<file path="src/rtl/mux_sel_sequencer.sv">
// mux_sel_sequencer: drives the 2-bit channel select (S0,S1) of a 4:1 mux.
// It walks the enabled channels A..D, dwells DWELL cycles on each, and runs
// either as a continuous scan or as a single sweep. Valid marks a stable
// select on an enabled channel, ChAdv marks each select change/re-arm and
// Done marks the end of a single sweep.
module mux_sel_sequencer #(
  parameter int DWELL = 4,
  parameter int CNT_W = 8
) (
  input  logic       Clk,
  input  logic       Rst_n,
  input  logic       En,
  input  logic       Start,
  input  logic       Mode,
  input  logic [3:0] Mask,
  output logic       S0,
  output logic       S1,
  output logic       Valid,
  output logic       Busy,
  output logic       ChAdv,
  output logic       Done
);

  typedef enum logic {
    IDLE = 1'b0,
    RUN  = 1'b1
  } state_t;

  localparam logic [CNT_W-1:0] CNT_LAST = CNT_W'(DWELL - 1);

  state_t           state;
  state_t           state_nxt;
  logic [CNT_W-1:0] cnt;
  logic [CNT_W-1:0] cnt_nxt;
  logic [1:0]       ch;
  logic [1:0]       ch_nxt;
  logic             valid_nxt;
  logic             busy_nxt;
  logic             chadv_nxt;
  logic             done_nxt;

  logic             start_ok;
  logic             adv;
  logic [1:0]       ch_first;
  logic [1:0]       ch_adv;
  logic             wrap;

  // First enabled channel strictly after cur, searching upward with wrap
  // 3->0; cur itself is the last candidate. Returns cur if none is enabled.
  function automatic logic [1:0] next_ch(input logic [3:0] m, input logic [1:0] cur);
    logic [1:0] idx;
    logic       found;
    next_ch = cur;
    found   = 1'b0;
    for (int i = 1; i <= 4; i++) begin
      idx = cur + 2'(i);
      if (m[idx] && !found) begin
        next_ch = idx;
        found   = 1'b1;
      end
    end
  endfunction

  // Starting the search "after channel 3" yields the lowest enabled channel.
  assign start_ok = Start && (Mask != 4'b0000);
  assign adv      = En && (cnt == CNT_LAST);
  assign ch_first = next_ch(Mask, 2'd3);
  assign ch_adv   = next_ch(Mask, ch);
  assign wrap     = (ch_adv <= ch);

  assign S0 = ch[1];
  assign S1 = ch[0];

  // State register
  always_ff @(posedge Clk or negedge Rst_n) begin
    if (!Rst_n) begin
      state <= IDLE;
    end else begin
      state <= state_nxt;
    end
  end

  // Next-state logic: Start is only honoured in IDLE; RUN leaves on abort or end of sweep
  always_comb begin
    state_nxt = state;
    case (state)
      IDLE: if (start_ok) state_nxt = RUN;
      RUN:  if (adv && ((Mask == 4'b0000) || (Mode && wrap))) state_nxt = IDLE;
      default: state_nxt = IDLE;
    endcase
  end

  // Output/datapath next values: counter, select and one-cycle flags
  always_comb begin
    cnt_nxt   = cnt;
    ch_nxt    = ch;
    valid_nxt = Valid;
    busy_nxt  = Busy;
    chadv_nxt = 1'b0;
    done_nxt  = 1'b0;
    case (state)
      IDLE: begin
        valid_nxt = 1'b0;
        busy_nxt  = 1'b0;
        if (start_ok) begin
          cnt_nxt   = '0;
          ch_nxt    = ch_first;
          valid_nxt = 1'b1;
          busy_nxt  = 1'b1;
          chadv_nxt = 1'b1;
        end
      end
      RUN: begin
        if (adv) begin
          cnt_nxt = '0;
          if (Mask == 4'b0000) begin
            // abort: no Done, select holds
            valid_nxt = 1'b0;
            busy_nxt  = 1'b0;
          end else if (Mode && wrap) begin
            // single sweep finished: select holds on the last channel
            valid_nxt = 1'b0;
            busy_nxt  = 1'b0;
            done_nxt  = 1'b1;
          end else begin
            ch_nxt    = ch_adv;
            chadv_nxt = 1'b1;
          end
        end else if (En) begin
          cnt_nxt = cnt + CNT_W'(1);
        end
      end
      default: begin
        valid_nxt = 1'b0;
        busy_nxt  = 1'b0;
      end
    endcase
  end

  // Registered counter, select and flags
  always_ff @(posedge Clk or negedge Rst_n) begin
    if (!Rst_n) begin
      cnt   <= '0;
      ch    <= 2'b00;
      Valid <= 1'b0;
      Busy  <= 1'b0;
      ChAdv <= 1'b0;
      Done  <= 1'b0;
    end else begin
      cnt   <= cnt_nxt;
      ch    <= ch_nxt;
      Valid <= valid_nxt;
      Busy  <= busy_nxt;
      ChAdv <= chadv_nxt;
      Done  <= done_nxt;
    end
  end

endmodule

</file>
<file path="config.mk">
export PLATFORM = sky130hd
export DESIGN_NAME = mux_sel_sequencer
export DESIGN_NICKNAME = d
export VERILOG_FILES = /design/src/rtl/mux_sel_sequencer.sv
export SDC_FILE = /design/constraint.sdc
export NUM_CORES = 1
export LEC_CHECK = 0
export BUFFER_PORTS_ARGS = -buffer_cell sky130_fd_sc_hd__buf_2
export CAP_MARGIN = 30
export CORE_MARGIN = 4
export CORE_UTILIZATION = 45
export CTS_CLUSTER_SIZE = 20
export DETAILED_ROUTE_END_ITERATION = 10
export GPL_ROUTABILITY_DRIVEN = 0
export PLACE_DENSITY = 0.69
export SLEW_MARGIN = 5
export SYNTH_ARGS = -nofsm -noshare
export SYNTH_HDL_FRONTEND = slang
export SYNTH_SLANG_ARGS = --single-unit
</file>
<file path="constraint.sdc">
create_clock -name Clk -period 2.8 [get_ports Clk]
set_input_delay 0.42 -clock Clk [delete_from_list [all_inputs] [get_ports Clk]]
set_output_delay 0.42 -clock Clk [all_outputs]
set_load 0.02 [all_outputs]
</file>
==> metrics.txt, run 1 <==
row count=15; Synth Register Bits=14; ant diodes=0; Max Clk Rate=~440 MHz; Final setup viols=0; mapped cell area=~900 um2; Final Cell Area=roughly 1000 um2; M3 GR Usage=0.0598; vias per cell=about 5.7; Data required, critical path=approximately 3.0 ns; syn avg cell area=about 9.5 um2; CTS sink cnt=14; htree depth=1; initial antenna violation count=0; Mapped Nets=roughly 110; pin count of the biggest net entering global routing=15; max-cap violations=0; # hold bufs at CTS=0; filler cell count in the final layout=170; clock tree buffer depth=2; Area Overhead vs Synth=12.9%; All-Layer GR Usage=0.157; Crit Reg-Reg Endpoint=ch[0]; drt pass-1 iters=4; flop-to-flop setup slack=roughly 0.52 ns; DRC=0; CP Capture Type=flop; commonest non-fill, non-tap cells in the layout=14 x dfrtp_1, 14 x buf_2, 9 x nand2_1, 8 x a21oi_1, 5 x o21ai_1; drt wl/cell=13.2 um; DRT antenna net count=0; GR Overflow Total=0; 1st-iter DRT viols=14; type of the worst setup path=reg -> reg; Die W=52.3 um; crit path setup slack, layout=roughly 0.52 ns; number of distinct library cells after synthesis=36; WP data arrival=2.46 ns; power density over the cells=879 mW/mm2; top-level I/O count=15; root buf cell=clkbuf_4; outcome=complete, no violations; worst-skew pair later-pin latency=between 0.2 and 0.3 ns; register area=around 350 um2; CTS tree=built; Worst-Margin Slew=between 0.6 and 0.7 ns; NumNets Final=approximately 120; Core Area=about 0.0018 mm2; setup slack at placement=0.506 ns; DR vias=759; CP Launch Type=flop; first-pass GRT wire length=about 3.2 mm; min cycle time layout=2.28 ns; die area=about 0.0027 mm2; vias in the first global route=about 710; maximum VDD drop=roughly 0.59 mV; I/O Buffers=14; YS warnings=0; final period utilization=0.814; fraction of layout cells with a size suffix above 1=0.241; Post-CTS Setup Bufs=0; clk slew on worst S/H paths=around 0.08 ns; Initial Utilization=0.495; R2R Path Start=ch[0]; static leakage=0.439 nW; die height=~52 um; final slew viol count=0; CTS buffer count=3; Final Hold Vio Count=0; Max Clock Skew=0.00153 ns; grt peak-use layer=met2; R2R cell count=8; Crit Path Max Fanout=7; setup_tns=0 ns; HP Class=in -> async; DP Area=about 960 um2; Routed WL=between 1.5 and 2 mm; unrepaired setup endpoints after global routing=no; Final Util=0.559; Synth Instances=93; max_slew headroom=0.552; post-synthesis sequential area ratio=0.397; global-route track usage on met1=0.203; grt met2 use=0.241; Post-CTS Resized=0; Multi-input gate area=slightly below 500 um2; Post-DP HPWL=between 1 and 1.5 mm
==> cells by family (layout without fill, tap and decap cells) <==
family | count (synthesis) | in the layout | share of synthesized area
and+or+nand+nor | 40 | 40 | 0.270
DFF | 14 | 14 | 0.397
muxes | 3 | 3 | 0.0397
buffers and inverters | 6 | 21 | 0.0397
adders and majority gates | 3 | 3 | 0.0426
AOI/OAI and AO/OA | 27 | 27 | 0.211
==> worst max-delay path by stage <==
stage                       start  endpoint  depth (start not counted)
after global placement    Mask[3]     ch[0]                          9
after detailed placement  Mask[3]     ch[0]                          9
after CTS                   ch[0]     ch[0]                          8
final                       ch[0]     ch[0]                          8
after floorplan             ch[0]     ch[0]                          8
after global routing        ch[0]     ch[0]                          8
==> cell usage after synthesis <==
master,count,area share
a21oi_1,8,0.045
and2_1,4,0.028
or2b_1,1,0.0085
or4_4,1,0.013
inv_1,3,0.013
or3_1,4,0.028
nand2_1,9,0.038
nand2_2,1,0.0071
nor2b_2,1,0.0099
nor2b_1,1,0.0071
and2_2,1,0.0085
o31ai_1,3,0.026
o21ai_0,2,0.011
nand2b_1,4,0.028
a21o_1,3,0.026
mux2i_1,2,0.023
a31o_2,1,0.0099
a21oi_4,1,0.018
o31ai_4,1,0.024
nand4_1,1,0.0071
buf_4,1,0.0085
nand3b_1,1,0.0085
ha_1,3,0.043
nand3_1,3,0.017
dfrtp_1,14,0.40
nor3_1,2,0.011
buf_6,1,0.013
nor4_1,1,0.0071
a31oi_1,2,0.014
a21boi_0,1,0.0085
nor2_1,1,0.0043
buf_2,1,0.0057
o21ai_1,5,0.028
nor4b_1,2,0.020
mux2_4,1,0.017
or4_1,2,0.017
==> report_power, final <==
part	internal (mW)	switching (mW)	total, mW
sequential	0.260	0.0745	0.334
clock	0.0793	0.0693	0.149
combinational	0.174	0.218	0.392
total	0.513	0.362	0.875
==> critical path, stage by stage, from the launching register on <==
cell and delay [ns]:
dfrtp_1 0.46, nand3b_1 0.23, a21boi_0 0.17, and2_1 0.18, ha_1 0.27, nand3_1 0.08
o21ai_1 0.12, o31ai_4 0.33, mux2_4 0.33
==> layout make-up <==
cell class / instances / area share
sequential: 14 / 0.352
tap: 25 / 0.0314
inverter: 3 / 0.0113
multi-input combinational: 73 / 0.499
timing repair buffer: 14 / 0.0704
clock buffer: 4 / 0.0364
==> sequential cells by signal (all words and copies together), names as in the netlist <==
| name | cells |
|---|---|
| cnt | 8 |
| state | 1 |
| Done | 1 |
| Busy | 1 |
| ch | 2 |
| ChAdv | 1 |
==> through the flow <==
step | power, mW | std cells | hold slack [ns]
global placement | 0.719 | 129 | 0.332
finish | 0.875 | 133 | 0.0102
global route | 0.947 | 133 | 0.0185
CTS | 0.884 | 133 | 0.0138
floorplan | 0.639 | 93 | 0.124
detailed placement | 0.730 | 129 | 0.336
==> per-layer routing <==
| layer | vias up | routed length, um |
|---|---|---|
| li1 | 372 | - |
| met1 | 361 | 837 |
| met2 | 22 | 782 |
| met3 | 4 | 121 |
| met4 | 0 | 18 |
| met5 | - | 0 |
(Power assumes the default switching activity.)
==> run 2: changes to the inputs <==
--- a/config.mk
+++ b/config.mk
@@ -5,6 +5,7 @@
 export SDC_FILE = /design/constraint.sdc
 export NUM_CORES = 1
 export LEC_CHECK = 0
+export ABC_AREA = 1
 export BUFFER_PORTS_ARGS = -buffer_cell sky130_fd_sc_hd__buf_2
 export CAP_MARGIN = 30
 export CORE_MARGIN = 4
@@ -12,7 +13,7 @@
 export CTS_CLUSTER_SIZE = 20
 export DETAILED_ROUTE_END_ITERATION = 10
 export GPL_ROUTABILITY_DRIVEN = 0
-export PLACE_DENSITY = 0.69
+export PLACE_DENSITY = 0.71
 export SLEW_MARGIN = 5
 export SYNTH_ARGS = -nofsm -noshare
 export SYNTH_HDL_FRONTEND = slang
==> constraint.sdc (replaced) <==
create_clock -name Clk -period 2 [get_ports Clk]
set_input_delay 0.3 -clock Clk [delete_from_list [all_inputs] [get_ports Clk]]
set_output_delay 0.3 -clock Clk [all_outputs]
set_load 0.02 [all_outputs]
==> run 2 against run 1 <==
Compared with the run above: the run now ends with negative setup slack left; first-iteration DRC count rose to 2.7 times the previous value; clock skew up 0.00065 ns; register-to-register slack worse by 0.92 ns; cell count up 63%; power up 2.0%; core utilization up 13 points; design area up 55%; global-route usage up 3.9 points; non-clock buffer count up 27; fmax down 5.0%; synthesized area up 20%; critical path type unchanged.
==> metrics.txt, run 2 <==
cell family with most CP delay=simple AND/OR/NAND/NOR gates (was compound AO/OA/AOI/OAI gates); grt met2 use=0.355 (was 0.241); HP Class=in -> reg (was in -> async); clock tree buffer depth=2 (unchanged); min cycle time layout=2.40 ns (was 2.28 ns); most common cell after layout, fill and taps aside=nand2_1; Post-DP HPWL=1.94 mm (was 1.34 mm); filler cell count in the final layout=189 (was 170); vias in the first global route=1137 (was 712); worst-skew pair later-pin latency=0.29 ns (about the same); CTS buffer count=3 (unchanged); die height=56.5 um (was 52.3 um); final period utilization=1.20 (was 0.814); main combinational cell family by area after synthesis=simple AND/OR/NAND/NOR gates (unchanged); Crit Reg-Reg Endpoint=ch[0] (unchanged); Non-Filler Instances=217 (was 133); die area=0.00320 mm2 (was 0.00273 mm2); commonest non-fill, non-tap cells in the layout=29 x nand2_1, 24 x buf_4, 14 x nor2_1, 14 x buf_2, 12 x dfrtp_1 (was 14 x dfrtp_1, 14 x buf_2, 9 x nand2_1, 8 x a21oi_1, 5 x o21ai_1); Top FF cell, synth=dfrtp_1 (unchanged); Area Overhead vs Synth=46.0% (was 12.9%); crit path setup slack, layout=-0.400 ns (was 0.521 ns); DR vias=1150 (was 759); biggest regs=cnt x8, ch x2 (unchanged); Mapped Nets=158 (was 105); vias per cell=5.30 (was 5.71); Core Area=0.00223 mm2 (was 0.00178 mm2); All-Layer GR Usage=0.197 (was 0.157); number of distinct library cells after synthesis=29 (was 36); global-route track usage on met1=0.226 (was 0.203); ant diodes=0 (unchanged); Data required, critical path=2.23 ns (was 2.98 ns); Synth area leader=dfrtp_1 (unchanged); CP max stage cell=dfrtp_2 (was dfrtp_1); 1st-iter DRT viols=38 (was 14); syn avg cell area=7.26 um2 (was 9.48 um2); Synth Area in Adders=0.0354 (was 0.0426); pin count of the biggest net entering global routing=15 (unchanged); Worst-Margin Slew=0.332 ns (was 0.666 ns); CTS tree=built (unchanged); crit-path max cell delay=0.47 ns (was 0.46 ns); maximum VDD drop=0.636 mV (was 0.588 mV); Synth Area in Compound Gates=0.0909 (was 0.211); WP data arrival=2.63 ns (was 2.46 ns); grt peak-use layer=met2 (unchanged); R2R cell count=20 (was 8); max reg flops=8 (unchanged); Max Clk Rate=417 MHz (was 439 MHz); initial antenna violation count=0 (unchanged); outcome=finished with violations (was complete, no violations); WP depth=20 (was 8); largest cells by area after synthesis=dfrtp_1 33%, nand2_1 14%, nor2_1 5.3% (was dfrtp_1 40%, a21oi_1 4.5%, ha_1 4.3%); unrepaired setup endpoints after global routing=yes (was no); placed cells=202 (was 129); multiplexer area fraction after synthesis=0 (was 0.0397); DRC=0 (unchanged); Die W=56.5 um (was 52.3 um); worst path bufs/invs=4 (was 0); CP Capture Type=flop (unchanged); Final Total Pwr=0.893 mW (was 0.875 mW); Final Hold Vio Count=0 (unchanged); Crit Path Max Fanout=7 (unchanged); drt wl/cell=14.7 um (was 13.2 um); NumNets Final=202 (was 121); final slew viol count=0 (unchanged); capture point of the worst path=ch[0] (unchanged); YS warnings=0 (unchanged); share of the synthesized area in the top cell type=0.331 (was 0.397); GR Overflow Total=0 (unchanged); Final Cell Area=0.00155 mm2 (was 996 um2); M3 GR Usage=0.0276 (was 0.0598); static leakage=0.801 nW (was 0.439 nW); drt pass-1 iters=4 (unchanged); row count=17 (was 15); Synth async-reset ratio=1.00 (unchanged); Routed WL=3.19 mm (was 1.76 mm); Max Clock Skew=0.00218 ns (was 0.00153 ns); top-level I/O count=15 (unchanged); post-synthesis simple-gate area fraction=0.430 (was 0.270); EDFF count, synth=0 (unchanged); CP Cell Sequence=clkinv_4 > nand2_2 > nand2_4 > nand2_4 > nand2_8 > a21oi_4 > nand3_2 > nand2_2 > inv_2 > ha_4 > inv_2 > nor2_1 > o21ai_1 > nand2_1 > nand3_2 > nand2_2 > inv_2 > nor2_1 > nand2_1 > nand2_1 (was nand3b_1 > a21boi_0 > and2_1 > ha_1 > nand3_1 > o21ai_1 > o31ai_4 > mux2_4); first-pass GRT wire length=4.94 mm (was 3.15 mm); Synth Area in XOR/XNOR=0.0165 (was 0); power density over the cells=577 mW/mm2 (was 879 mW/mm2); CP Launch Point=ch[0] (unchanged); htree depth=1 (unchanged); failing checks=negative setup slack; DP Area=0.00128 mm2 (was 960 um2); mapped cell area=0.00106 mm2 (was 882 um2); clk slew on worst S/H paths=0.09 ns (was 0.08 ns); Reg with most FFs=cnt (unchanged); flop-to-flop setup slack=-0.40 ns (was 0.52 ns); I/O Buffers=14 (unchanged); count leader, synth=nand2_1 (was dfrtp_1); max-cap violations=0 (unchanged); type of the worst setup path=reg -> reg (unchanged); Final setup viols=6 (was 0); fraction of layout cells with a size suffix above 1=0.487 (was 0.241); Initial Utilization=0.475 (was 0.495); post-synthesis sequential area ratio=0.331 (was 0.397); Synth Register Bits=14 (unchanged); R2R Path Start=ch[0] (unchanged); CP Launch Type=flop (unchanged); commonest cells in the netlist=40 x nand2_1, 15 x nor2_1, 14 x dfrtp_1 (was 14 x dfrtp_1, 9 x nand2_1, 8 x a21oi_1); setup_tns=-1.80 ns (was 0 ns); CTS sink cnt=14 (unchanged); max_slew headroom=0.779 (was 0.552); root buf cell=clkbuf_4 (unchanged); DRT antenna net count=0 (unchanged); Synth Instances=146 (was 93)
run 2: cell types whose count changed in the layout (fill, tap and decap cells not counted), moves of 7 or more:
cell / before / now
nand2_2: 1 / 11
nand2_1: 9 / 29
buf_4: 0 / 24
nand2_4: 0 / 7
nand3_2: 0 / 7
inv_1: 3 / 11
nor2_1: 1 / 14
run 2: cell families (layout without fill, tap and decap cells):
kind of cell,after synthesis,after routing
AND/OR/NAND/NOR,90,90
buffers and inverters,21,64
AO/OA/AOI/OAI,16,16
flip-flops,14,14
adder cells (fa/ha/maj),3,3
XOR/XNOR,2,2
run 2: per-stage QoR:
stage / setup slack (ns) / hold slack [ns] / utilization
after global placement: -0.293 / 0.212 / 0.575
final: -0.400 / 0.297 / 0.693
after floorplan: -0.276 / 0.00441 / -
after global routing: -0.587 / 0.320 / 0.693
after CTS: -0.283 / 0.303 / 0.642
after detailed placement: -0.322 / 0.218 / 0.575
run 2: report_power, final:
group          internal (mW)  switching, mW  total (mW)  leakage (nW)
Clock                  0.111         0.0985       0.209        0.0210
Combinational          0.116          0.151       0.268         0.613
Sequential             0.344         0.0721       0.416         0.167
Total                  0.571          0.322       0.893         0.801
run 2: how the worst min path moves through the flow:
stage | startpoint | end | slack [ns] | depth (start not counted)
after floorplan | Rst_n | Busy | 0.004 | 0
after global routing | En | cnt[1] | 0.32 | 3
after CTS | En | cnt[1] | 0.30 | 3
final | En | cnt[1] | 0.30 | 3
after detailed placement | Rst_n | cnt[5] | 0.22 | 1
after global placement | Rst_n | cnt[7] | 0.21 | 1
run 2: per-layer routing:
metal  share of wire  vias to the layer above
met5               0                        -
met4           0.041                        0
met3           0.050                       17
met2            0.51                       42
met1            0.39                      535
li1                -                      556
run 2: what timing repair did:
item | 4_1_cts | 5_1_grt
pin swaps | 14 | 13
hold buffers | 1 | 0
buffers inserted | 8 | 2
endpoints found under the setup margin | 6 | 6
gates resized for setup | 13 | 21
endpoints found under the hold margin | 14 | 0
run 2: final cells by class:
class	count	area [um2]	share of cell area
repair buffers	41	283	0.183
flip-flops and latches	14	353	0.228
well taps	28	35.0	0.0226
inverters	19	88.8	0.0574
multi-input cells	111	752	0.486
clock buffers	4	36.3	0.0234
run 2: worst reg2reg max path: cells and delay by family, from the launching register on:
family | cells | cell delay [ns]
and+or+nand+nor | 13 | 1.16
DFF | 1 | 0.47
adders and majority gates | 1 | 0.26
buffers and inverters | 4 | 0.25
AOI/OAI and AO/OA | 2 | 0.21
==> run 3: changes to the inputs <==
--- a/config.mk
+++ b/config.mk
@@ -8,7 +8,6 @@
 export ABC_AREA = 1
 export BUFFER_PORTS_ARGS = -buffer_cell sky130_fd_sc_hd__buf_2
 export CAP_MARGIN = 30
-export CORE_MARGIN = 4
 export CORE_UTILIZATION = 45
 export CTS_CLUSTER_SIZE = 20
 export DETAILED_ROUTE_END_ITERATION = 10
==> run 3 against run 2 <==
Compared with the run above: the run still ends with negative setup slack left; non-clock buffer count fell by 6; power fell by 6.7%; first-iteration DRC count fell by 63%; core utilization fell by 5.6 points; via count fell by 6.0%; routed wire length fell by 20%.
==> metrics.txt, run 3 (synthesis results as in run 2) <==
All-Layer GR Usage=0.219 (was 0.197); I/O Buffers=14 (unchanged); HP Class=in -> reg (unchanged); Data required, critical path=2.23 ns (about the same); filler cell count in the final layout=189 (unchanged); Final setup viols=6 (unchanged); Post-DP HPWL=1.94 mm (about the same); Initial Utilization=0.479 (was 0.475); Final Util=0.637 (was 0.693); commonest non-fill, non-tap cells in the layout=31 x nand2_1, 19 x buf_4, 14 x nor2_1, 14 x buf_2, 13 x nand2_2 (was 29 x nand2_1, 24 x buf_4, 14 x nor2_1, 14 x buf_2, 12 x dfrtp_1); outcome=finished with violations (unchanged); GR Overflow Total=0 (unchanged); drt pass-1 iters=4 (unchanged); unrepaired setup endpoints after global routing=yes (unchanged); drt wl/cell=12.1 um (was 14.7 um); type of the worst setup path=reg -> reg (unchanged); Max Clock Skew=0.00760 ns (was 0.00218 ns); Core Area=0.00221 mm2 (was 0.00223 mm2); CTS tree=built (unchanged); row count=17 (unchanged); static leakage=0.740 nW (was 0.801 nW); root buf cell=clkbuf_4 (unchanged); worst-skew pair later-pin latency=0.29 ns (about the same); clock tree buffer depth=2 (unchanged); top-level I/O count=15 (unchanged); die height=50.5 um (was 56.5 um); vias in the first global route=1017 (was 1137); max reg flops=8 (unchanged); die area=0.00255 mm2 (was 0.00320 mm2); final period utilization=1.15 (was 1.20); power density over the cells=591 mW/mm2 (was 577 mW/mm2); clk slew on worst S/H paths=0.08 ns (was 0.09 ns); register area=353 um2 (unchanged); setup slack at placement=-0.334 ns (was -0.322 ns); fraction of layout cells with a size suffix above 1=0.445 (was 0.487); initial antenna violation count=0 (unchanged); ant diodes=0 (unchanged); M3 GR Usage=0.0394 (was 0.0276); global-route track usage on met1=0.266 (was 0.226); grt met2 use=0.384 (was 0.355); grt peak-use layer=met2 (unchanged); DRT antenna net count=0 (unchanged); 1st-iter DRT viols=14 (was 38); Die W=50.5 um (was 56.5 um); DRC=0 (unchanged); DR vias=1081 (was 1150); CP Capture Type=flop (unchanged); maximum VDD drop=0.356 mV (was 0.636 mV); min cycle time layout=2.30 ns (was 2.40 ns); Worst-Margin Slew=0.342 ns (was 0.332 ns); vias per cell=5.15 (was 5.30); most common cell after layout, fill and taps aside=nand2_1 (unchanged); pin count of the biggest net entering global routing=15 (unchanged); WP data arrival=2.52 ns (was 2.63 ns); CP Launch Type=flop (unchanged); CTS buffer count=3 (unchanged); max_slew headroom=0.771 (was 0.779); CTS sink cnt=14 (unchanged); worst hold margin=0.297 ns (about the same); failing checks=negative setup slack (unchanged); crit path setup slack, layout=-0.297 ns (was -0.400 ns); Routed WL=2.54 mm (was 3.19 mm); biggest regs=cnt x8, ch x2 (unchanged); first-pass GRT wire length=4.22 mm (was 4.94 mm); Final Hold Vio Count=0 (unchanged); Crit Path Max Fanout=6 (was 7); Max Clk Rate=435 MHz (was 417 MHz); final slew viol count=0 (unchanged); Area Overhead vs Synth=33.1% (was 46.0%); setup_tns=-1.21 ns (was -1.80 ns); Reg with most FFs=cnt (unchanged); NumNets Final=196 (was 202); htree depth=1 (unchanged); max-cap violations=0 (unchanged); Multi-input gate area=679 um2 (was 752 um2)
## run 3: area by class of cell
cell class | instances | share of cell area
multi-input cells | 111 | 0.482
well taps | 28 | 0.0248
repair buffers | 35 | 0.166
clock buffers | 3 | 0.0160
flip-flops and latches | 14 | 0.250
inverters | 19 | 0.0612
## run 3: final timing paths
| kind | startpoint | to | slack (ns) | depth (start not counted) |
|---|---|---|---|---|
| setup / recovery | ch[0] | ch[0] | -0.30 | 18 |
| hold / removal | En | cnt[1] | 0.30 | 3 |
| setup reg to reg | ch[0] | ch[0] | -0.30 | 18 |
| hold reg to reg | Busy | Busy | 0.52 | 2 |
| max in group asynchronous | Rst_n | ch[1] | 1.31 | 2 |
| min in group asynchronous | Rst_n | cnt[7] | 0.43 | 2 |
## run 3: power by group
| group | internal (mW) | switching [mW] | leakage, nW |
|---|---|---|---|
| logic | 0.112 | 0.143 | 0.559 |
| clock network | 0.0701 | 0.0915 | 0.0138 |
| registers | 0.344 | 0.0735 | 0.167 |
| total | 0.526 | 0.308 | 0.740 |
## run 3: repair_timing
action / 4_1_cts / 5_1_grt
pin swaps: 13 / 12
hold buffers: 1 / 0
hold endpoints to repair: 14 / 0
setup endpoints to repair: 6 / 6
setup buffers: 4 / 2
gates resized for setup: 8 / 11
## run 3: metrics by stage
| stage | std cells | total power, mW | instance area (um2) |
|---|---|---|---|
| after detailed placement | 200 | 0.659 | 1270 |
| after floorplan | 146 | 0.580 | 1080 |
| after global placement | 200 | 0.642 | 1270 |
| after global routing | 210 | 0.885 | 1410 |
| after CTS | 208 | 0.823 | 1360 |
| final | 210 | 0.833 | 1410 |
## run 3: metal layers
metal | wire, um | up-vias | part of all wire
met5 | 0 | - | 0
met4 | 34 | 0 | 0.013
met3 | 93 | 5 | 0.037
met2 | 1260 | 28 | 0.50
met1 | 1150 | 501 | 0.45
li1 | - | 547 | -
## run 3: worst max-delay path, stage by stage (launching register included)
cell	delay, ns
dfrtp_2	0.47
buf_6	0.15
nand2_2	0.08
nand3_2	0.12
a21oi_2	0.17
nand3_1	0.11
nand2_1	0.08
inv_2	0.05
ha_4	0.26
inv_2	0.02
nor2_1	0.07
o21ai_1	0.06
nand2_1	0.12
nand3_2	0.09
nand2_2	0.10
inv_2	0.05
nor2_1	0.11
nand2_1	0.06
nand2_1	0.07
